===== config.mk =====
export PLATFORM = sky130hd
export DESIGN_NAME = conversor_display_seq
export DESIGN_NICKNAME = d
export VERILOG_FILES = /design/src/rtl/conversor_display_seq_pkg.sv /design/src/rtl/conversor_display_seq_decodificador7seg.sv /design/src/rtl/conversor_display_seq.sv
export SDC_FILE = /design/constraint.sdc
export NUM_CORES = 1
export LEC_CHECK = 0
export BUFFER_PORTS_ARGS = -buffer_cell sky130_fd_sc_hd__buf_2
export CELL_PAD_IN_SITES_DETAIL_PLACEMENT = 1
export CELL_PAD_IN_SITES_GLOBAL_PLACEMENT = 2
export CORE_MARGIN = 1.5
export CORE_UTILIZATION = 40
export CTS_CLUSTER_DIAMETER = 150
export CTS_CLUSTER_SIZE = 24
export DETAILED_ROUTE_END_ITERATION = 8
export PLACE_DENSITY_LB_ADDON = 0.1
export SYNTH_ARGS = -nofsm -noshare
export SYNTH_HDL_FRONTEND = slang
export SYNTH_SLANG_ARGS = --single-unit

===== constraint.sdc =====
create_clock -name CLOCK -period 4.72 [get_ports CLOCK]
set_clock_uncertainty 0.2 [all_clocks]
set_input_delay 0.708 -clock CLOCK [delete_from_list [all_inputs] [get_ports CLOCK]]
set_output_delay 0.708 -clock CLOCK [all_outputs]
set_load 0.005 [all_outputs]

===== src/rtl/conversor_display_seq_pkg.sv =====
// conversor_display_seq_pkg: shared base codes, FSM states and the "0" glyph
package conversor_display_seq_pkg;
  localparam logic [1:0] BASE_DEC = 2'b00;
  localparam logic [1:0] BASE_OCT = 2'b01;
  localparam logic [1:0] BASE_HEX = 2'b10;
  localparam logic [1:0] BASE_SIG = 2'b11;
  localparam logic [6:0] SEG_ZERO = 7'b1000000;
  typedef enum logic [1:0] {OCIOSO, CARREGA, DESLOCA, PRONTO} estado_t;
endpackage


===== src/rtl/conversor_display_seq_decodificador7seg.sv =====
// decodificador7seg: 4-bit digit to active-low 7-segment glyph (gfedcba)
//   digito    in  4  digit code 0..F
//   segmentos out 7  active-low segments, bit 6 = g
module decodificador7seg
  import conversor_display_seq_pkg::*;
(
  input  logic [3:0] digito,
  output logic [6:0] segmentos
);
  always_comb begin
    segmentos = SEG_ZERO;
    case (digito)
      4'h1: segmentos = 7'b1111001;
      4'h2: segmentos = 7'b0100100;
      4'h3: segmentos = 7'b0110000;
      4'h4: segmentos = 7'b0011001;
      4'h5: segmentos = 7'b0010010;
      4'h6: segmentos = 7'b0000010;
      4'h7: segmentos = 7'b1111000;
      4'h8: segmentos = 7'b0000000;
      4'h9: segmentos = 7'b0010000;
      4'hA: segmentos = 7'b0001000;
      4'hB: segmentos = 7'b0000011;
      4'hC: segmentos = 7'b1000110;
      4'hD: segmentos = 7'b0100001;
      4'hE: segmentos = 7'b0000110;
      4'hF: segmentos = 7'b0001110;
      default: segmentos = SEG_ZERO;
    endcase
  end
endmodule


===== src/rtl/conversor_display_seq.sv =====
// conversor_display_seq: multi-cycle double-dabble converter driving three 7-seg displays
//   CLOCK/RESET (async, active-low); Start samples Resultado[7:0] and Base[1:0]
//   (00 dec, 01 oct, 10 hex, 11 signed dec); Busy while converting; Pronto pulses
//   with each display update; SinalNegativo sign LED; DisplayUnidade/Dezena/Centena
//   active-low segments. Macro DISPLAY_SIGNED_EN enables signed decimal on Base=11.
module conversor_display_seq
  import conversor_display_seq_pkg::*;
#(
  parameter int WIDTH  = 8,
  parameter int DIGITS = 3
) (
  input  logic             CLOCK,
  input  logic             RESET,
  input  logic             Start,
  input  logic [WIDTH-1:0] Resultado,
  input  logic [1:0]       Base,
  output logic             Busy,
  output logic             Pronto,
  output logic             SinalNegativo,
  output logic [6:0]       DisplayUnidade,
  output logic [6:0]       DisplayDezena,
  output logic [6:0]       DisplayCentena
);
  localparam int DW = 4 * DIGITS;
  localparam int CW = WIDTH > 1 ? $clog2(WIDTH) : 1;
  estado_t estado, prox;
  logic [WIDTH-1:0] op, bin, mag;
  logic [1:0] base_r;
  logic [DW-1:0] bcd, bcd_adj;
  logic [CW-1:0] cnt;
  logic neg, neg_in, decimal, aceita;
  logic [DIGITS-1:0][3:0] dig, dig_nxt;
  logic [DIGITS-1:0][6:0] seg;
  assign decimal = base_r == BASE_DEC || base_r == BASE_SIG;
  assign aceita = (estado == OCIOSO || estado == PRONTO) && Start;
`ifdef DISPLAY_SIGNED_EN
  assign neg_in = base_r == BASE_SIG && op[WIDTH-1];
`else
  assign neg_in = 1'b0;
`endif
  assign mag = neg_in ? -op : op;
  always_comb begin
    prox = estado;
    Busy = estado == CARREGA || estado == DESLOCA;
    prox = aceita ? CARREGA
         : estado == CARREGA ? DESLOCA
         : estado == DESLOCA ? (cnt == CW'(WIDTH - 1) ? PRONTO : DESLOCA)
         : OCIOSO;
  end
  // Add-3 correction only in decimal; oct/hex just shift the plain binary in.
  always_comb begin
    bcd_adj = bcd;
    dig_nxt = '0;
    for (int i = 0; i < DIGITS; i++) begin
      bcd_adj[4*i +: 4] = decimal && bcd[4*i +: 4] >= 4'd5 ? bcd[4*i +: 4] + 4'd3 : bcd[4*i +: 4];
      dig_nxt[i] = decimal ? bcd[4*i +: 4]
                 : base_r == BASE_OCT ? {1'b0, bcd[3*i +: 3]}
                 : i == DIGITS - 1 ? 4'h0 : bcd[4*i +: 4];
    end
  end
  always_ff @(posedge CLOCK or negedge RESET) begin
    if (!RESET) begin
      estado <= OCIOSO;
      op <= '0;
      base_r <= BASE_DEC;
      bin <= '0;
      bcd <= '0;
      cnt <= '0;
      neg <= 1'b0;
      dig <= '0;
      SinalNegativo <= 1'b0;
      Pronto <= 1'b0;
    end else begin
      estado <= prox;
      Pronto <= estado == PRONTO;
      if (estado == PRONTO) begin
        dig <= dig_nxt;
        SinalNegativo <= neg;
      end
      if (aceita) begin
        op <= Resultado;
        base_r <= Base;
        bcd <= '0;
        cnt <= '0;
      end
      if (estado == CARREGA) begin
        bin <= mag;
        neg <= neg_in;
      end
      if (estado == DESLOCA) begin
        {bcd, bin} <= {bcd_adj[DW-2:0], bin, 1'b0};
        cnt <= cnt + 1'b1;
      end
    end
  end
  for (genvar g = 0; g < DIGITS; g++) begin : g_dec
    decodificador7seg u_dec (.digito(dig[g]), .segmentos(seg[g]));
  end
  assign DisplayUnidade = seg[0];
  assign DisplayDezena  = seg[1];
  assign DisplayCentena = seg[DIGITS-1];
endmodule


# Word-level counts from Yosys, hierarchy flattened
# Memory sizes are Yosys's and may differ from the RTL's.
# Cells that the tools add are included.
[totals] wordCells=56 inputBits=13 latchBits=0 romBits=336 out_inout_bits=24 mem_count=3 ramBits=0 reg_bits=48
[memory_table] name="(name not given)" words=16 word_bits=7 rd=1 rd_clocked_by_memory_dff=0 wr=0 line_no="conversor_display_seq_decodificador7seg.sv:12" source="case (digito)"
[memory_table] name="(name not given)" words=16 word_bits=7 rd=1 rd_clocked_by_memory_dff=0 wr=0 line_no="conversor_display_seq_decodificador7seg.sv:12"
[memory_table] name="(name not given)" words=16 word_bits=7 rd=1 rd_clocked_by_memory_dff=0 wr=0 line_no="conversor_display_seq_decodificador7seg.sv:12"
[classes] mul=0 shifts=0 n_reduce_logical=11 eq_ne=6 mux=19 add_sub_neg=4 div_mod_pow=0 magnitude_cmp=3 n_bitwise=0
[ops] op="2-to-1 mux 4 bit" n=7
[ops] op="2-to-1 mux 12 bit" n=2
[ops] op="2-to-1 mux 8 bit" n=2
[ops] op="greater-or-equal comparator 4 x 3 -> 1 bit, second input constant" n=3
[ops] op="2-to-1 mux 3 bit" n=4
[ops] op="adder 4 x 2 -> 4 bit, second input constant" n=2
[ops] op="equality test 2 bit, second input constant" n=3
[ops] op="2-to-1 mux 2 bit" n=3
[ops] op="equality test 2 x 1 -> 1 bit, second input constant" n=2
[ops] op="logical AND 1 bit" n=4
[ops] op="zero test 2 bit" n=2
[ops] op="nonzero test 2 bit" n=2
[ops] op="adder 3 x 1 -> 3 bit, second input constant" n=1
[ops] op="adder 3 x 2 -> 3 bit, second input constant" n=1
[ops] op="equality test 3 bit, second input constant" n=1
[ops] op="logical OR 1 bit" n=3
[ops] op="2-to-1 mux 1 bit" n=1

# Logic depth before layout (Yosys ltp)
[depth] ltp_word=5 ltp_mapped=7 mapped_depth_nobuf=6

# Modules after synthesis
# A second synthesis with hierarchy kept.
[unflattened] hier_cells=310 hier_area_um2=3143.0
[modules_own_cells] module="conversor_display_seq" instances=1 cells_per_inst=214 area_each_um2=2317.2 seq_area_each_um2=1201.2
[modules_own_cells] module="decodificador7seg" instances=3 cells_per_inst=32 area_each_um2=275.3 seq_area_each_um2=0.0

# Worst setup path before layout
# Ideal clock, no wire load.
[synth_timing] kind="reg-to-output" from="register dig[8] in the netlist's numbering" to="output DisplayCentena[3]" n_path_buf=0 required_ns=3.812 t_arrival_ns=1.278 path_stages_with_launch=5 path_slack_ns=2.534 cell_sequence="dfrtp_1 inv_1 ha_1 inv_1 mux4_2"
[synth_via] elab_chain_len=1
[synth_lines] element="from (decl)" line_no="conversor_display_seq.sv:32" source="logic [DIGITS-1:0][3:0] dig, dig_nxt;"
[synth_lines] element="from (signal assigned)" line_no="conversor_display_seq.sv:77" source="dig <= dig_nxt;"
[synth_lines] element="memory read (16 x 7 bit)"
[synth_lines] element="to (decl)" line_no="conversor_display_seq.sv:22" source="output logic [6:0] DisplayCentena"
# No other way between the ends.

# Worst setup path in the final report
# Same ends and word-level chain as after synthesis.

==> results.json <==
{
  "r2r-end": "bcd[5]",
  "synth_area_um2": 3030,
  "r2r_cells": 4,
  "p_switching_mw": 1.07,
  "hold_path_end": "bcd[0]",
  "path_cells": "inv_1, ha_1, inv_1, mux4_2, buf_2",
  "worstPathRequired_ns": 3.81,
  "synthAdderAreaFrac_pct": 12.4,
  "grt_max_degree": 49,
  "place_congestion": 0.759,
  "synth_compound_area_share_pct": 16.2,
  "crit_family": "flip-flops",
  "layout_worst_path_cycle_share_pct": 58.1,
  "fin_util_pct": 45.8,
  "drc_errors": 0,
  "drt_iter0_markers": 71,
  "clockBufferDepth": 2,
  "crit_fanout": 7,
  "arrival_ns": 1.84,
  "firstDrtPassIters": 4,
  "setup_slack_ns": 1.98,
  "ys_warn_count": 0,
  "die_h_um": 90.0,
  "synthArstFlopShare_pct": 100,
  "die_area_um2": 8100,
  "syn_to_final_growth_pct": 10.4,
  "cts_tree": "done",
  "wirelength_um": 5980,
  "ys_types": 37,
  "ys_seq_area_share_pct": 39.7,
  "grt_pass1_wl_um": 11100,
  "seqCellArea_um2": 1200,
  "crit_buf_inv": 3,
  "multi_input_area_um2": 1640,
  "post_cts.repair.setup_buffers": 0,
  "cts-root-buf": "clkbuf_8",
  "final_cell_mix": "dfrtp_1, buf_2, nand2_1",
  "fin_hold_ws_ns": 0.287,
  "drive_gt1_share_pct": 20.2,
  "power.density_nw_per_um2": 719,
  "pwr-share-seq_pct": 33.4,
  "ys_seq_elements": 48,
  "layout_commonest_cell": "dfrtp_1",
  "io_pins": 37,
  "synth_top_family_by_area": "compound AO/OA/AOI/OAI gates",
  "initial_core_util_pct": 41.5,
  "wl_per_cell_um": 13.7,
  "cts_made_buffers": 5,
  "die_width_um": 90.0,
  "relSlewSlack_pct": 47.4,
  "antennaDiodeCount": 0,
  "hp-class": "reg2reg",
  "ant_nets": 0,
  "start_kind": "flop",
  "total_leakage_power_nw": 1.58,
  "routed_via_density": 5.12,
  "rsz0062_at_grt": "no",
  "insertion_delay_ns": 0.30,
  "irDropWorstVdd_mv": 0.364,
  "coreArea_um2": 7290,
  "cts_sinks": 48,
  "setup_viol": 0,
  "finalSetupTns_ns": 0,
  "timing.final.max_slew_violations": 0,
  "synth-xor-area-share_pct": 0.868,
  "fin_nets": 379,
  "crit_slowest_cell": "dfrtp_1",
  "std_cell_rows": 31,
  "maxCapViolCount": 0,
  "end_kind": "output pin",
  "vias": 2228,
  "grt_util_all_layers_pct": 16.4,
  "max_freq_mhz": 364,
  "synth_nets": 351,
  "period_minus_slack_ns": 2.74,
  "synth_edf_count": 0,
  "synth-main-ff-cell": "dfrtp_1",
  "ctsResizeCount": 0,
  "worst_path_most_repeated_cell": "inv_1",
  "fillers": 885,
  "hold_viol": 0,
  "synthSimpleGateAreaFrac_pct": 10.6,
  "r2r_start": "estado[0]",
  "p_int_mw": 1.34,
  "swShare_pct": 44.3,
  "postCtsHoldBufs": 0,
  "place_ws_ns": 2.28,
  "clkTransAtPathRegs_ns": 0.09,
  "dp_hpwl_um": 4220,
  "path_class": "reg2out",
  "r2r_setup_slack_ns": 2.58,
  "synthMuxAreaShare_pct": 14.0,
  "grt_pass1_vias": 2353,
  "worst_pin_slew_ns": 0.789,
  "comb_power_share_pct": 56.1,
  "port_buffers": 35,
  "worstHoldStart": "bin[7]",
  "postSynthCellCount": 308,
  "outcome": "finished clean",
  "overflow": 0,
  "htreeDepth": 2,
  "clock_power_share_pct": 10.5,
  "antenna_found_initial": 0,
  "postSynthAreaPerCell_um2": 9.83,
  "hold_path_depth": 2,
  "slowest_delay_ns": 0.47
}
[synth_stat cells (2+ instances only)]
master,instances,area [um2]
a21o_1,2,15.0
a21oi_1,17,85.1
a22o_1,14,123
a32o_1,2,20.0
and3_1,3,18.8
buf_2,6,30.0
buf_4,4,30.0
clkbuf_1,5,18.8
dfrtp_1,48,1200
ha_1,30,375
inv_1,23,86.3
mux2_2,14,158
mux2i_1,20,200
mux4_2,3,67.6
nand2_1,31,116
nand2b_1,3,18.8
nor2_1,20,75.1
nor2b_1,7,43.8
nor3_1,3,15.0
o211ai_1,3,22.5
o21ai_0,21,105
o21ai_2,2,17.5
o22ai_1,7,43.8
o31ai_1,4,30.0
or2_2,2,12.5
xnor2_1,3,26.3
[registers in the layout, indices dropped and copies added (netlist names)]
register,flops
estado,2
bcd,12
cnt,3
Pronto,1
dig,12
bin,8
base_r,2
mag,8
[how the worst max path moves through the flow]
| stage | startpoint | to | slack (ns) | cells past startpoint |
|---|---|---|---|---|
| final | dig[8] | DisplayCentena[3] | 1.98 | 5 |
| after global routing | dig[8] | DisplayCentena[3] | 1.86 | 5 |
| after CTS | dig[9] | DisplayCentena[0] | 1.94 | 6 |
| after detailed placement | dig[9] | DisplayCentena[0] | 2.28 | 6 |
| after global placement | dig[8] | DisplayCentena[3] | 2.37 | 5 |
| after floorplan | dig[8] | DisplayCentena[3] | 2.53 | 4 |
[layer usage]
layer  GRT usage, %  vias up  part of all wire, %  wire length (um)
li1               -     1116                    -                 -
met1           21.5     1073                   50              3000
met2           28.1       35                   46              2760
met3           2.03        4                  2.7               164
met4           4.89        0                  1.0                62
met5              0        -                    0                 0
[tightest hold or removal path, stage by stage (launching register included)]
cell,delay [ns]
dfrtp_1,0.35
nand2_1,0.05
o21ai_0,0.06
[cell type report]
cell class	count	area share, %
clock buffers	6	2.47
multi-input cells	219	49.1
repair buffers	37	5.69
clock inverters	1	0.262
well taps	99	3.71
inverters	25	2.81
flip-flops and latches	48	35.9
[power groups by stage]
stage	clock [mW]	sequential, mW	combinational (mW)
floorplan	0	0.719	1.09
global placement	0	0.804	1.34
detailed placement	0	0.814	1.37
CTS	0.266	0.807	1.38
global route	0.278	0.844	1.56
finish	0.252	0.803	1.35
[cells by family (layout without fill, tap and decap cells)]
kind of cell,after synthesis,after routing
AOI/OAI and AO/OA,76,76
and+or+nand+nor,72,72
DFF,48,48
buffers and inverters,41,69
muxes,37,37
adders and majority gates,30,30
xor gates and xnor gates,3,3
other,1,1
[stage by stage]
stage,area (um2),cells,power [mW]
after floorplan,3030,308,1.80
after global placement,3250,428,2.14
after detailed placement,3250,428,2.19
after CTS,3340,435,2.45
after global routing,3340,435,2.68
final,3340,435,2.40
No activity file was read; power rests on OpenSTA's default activity.
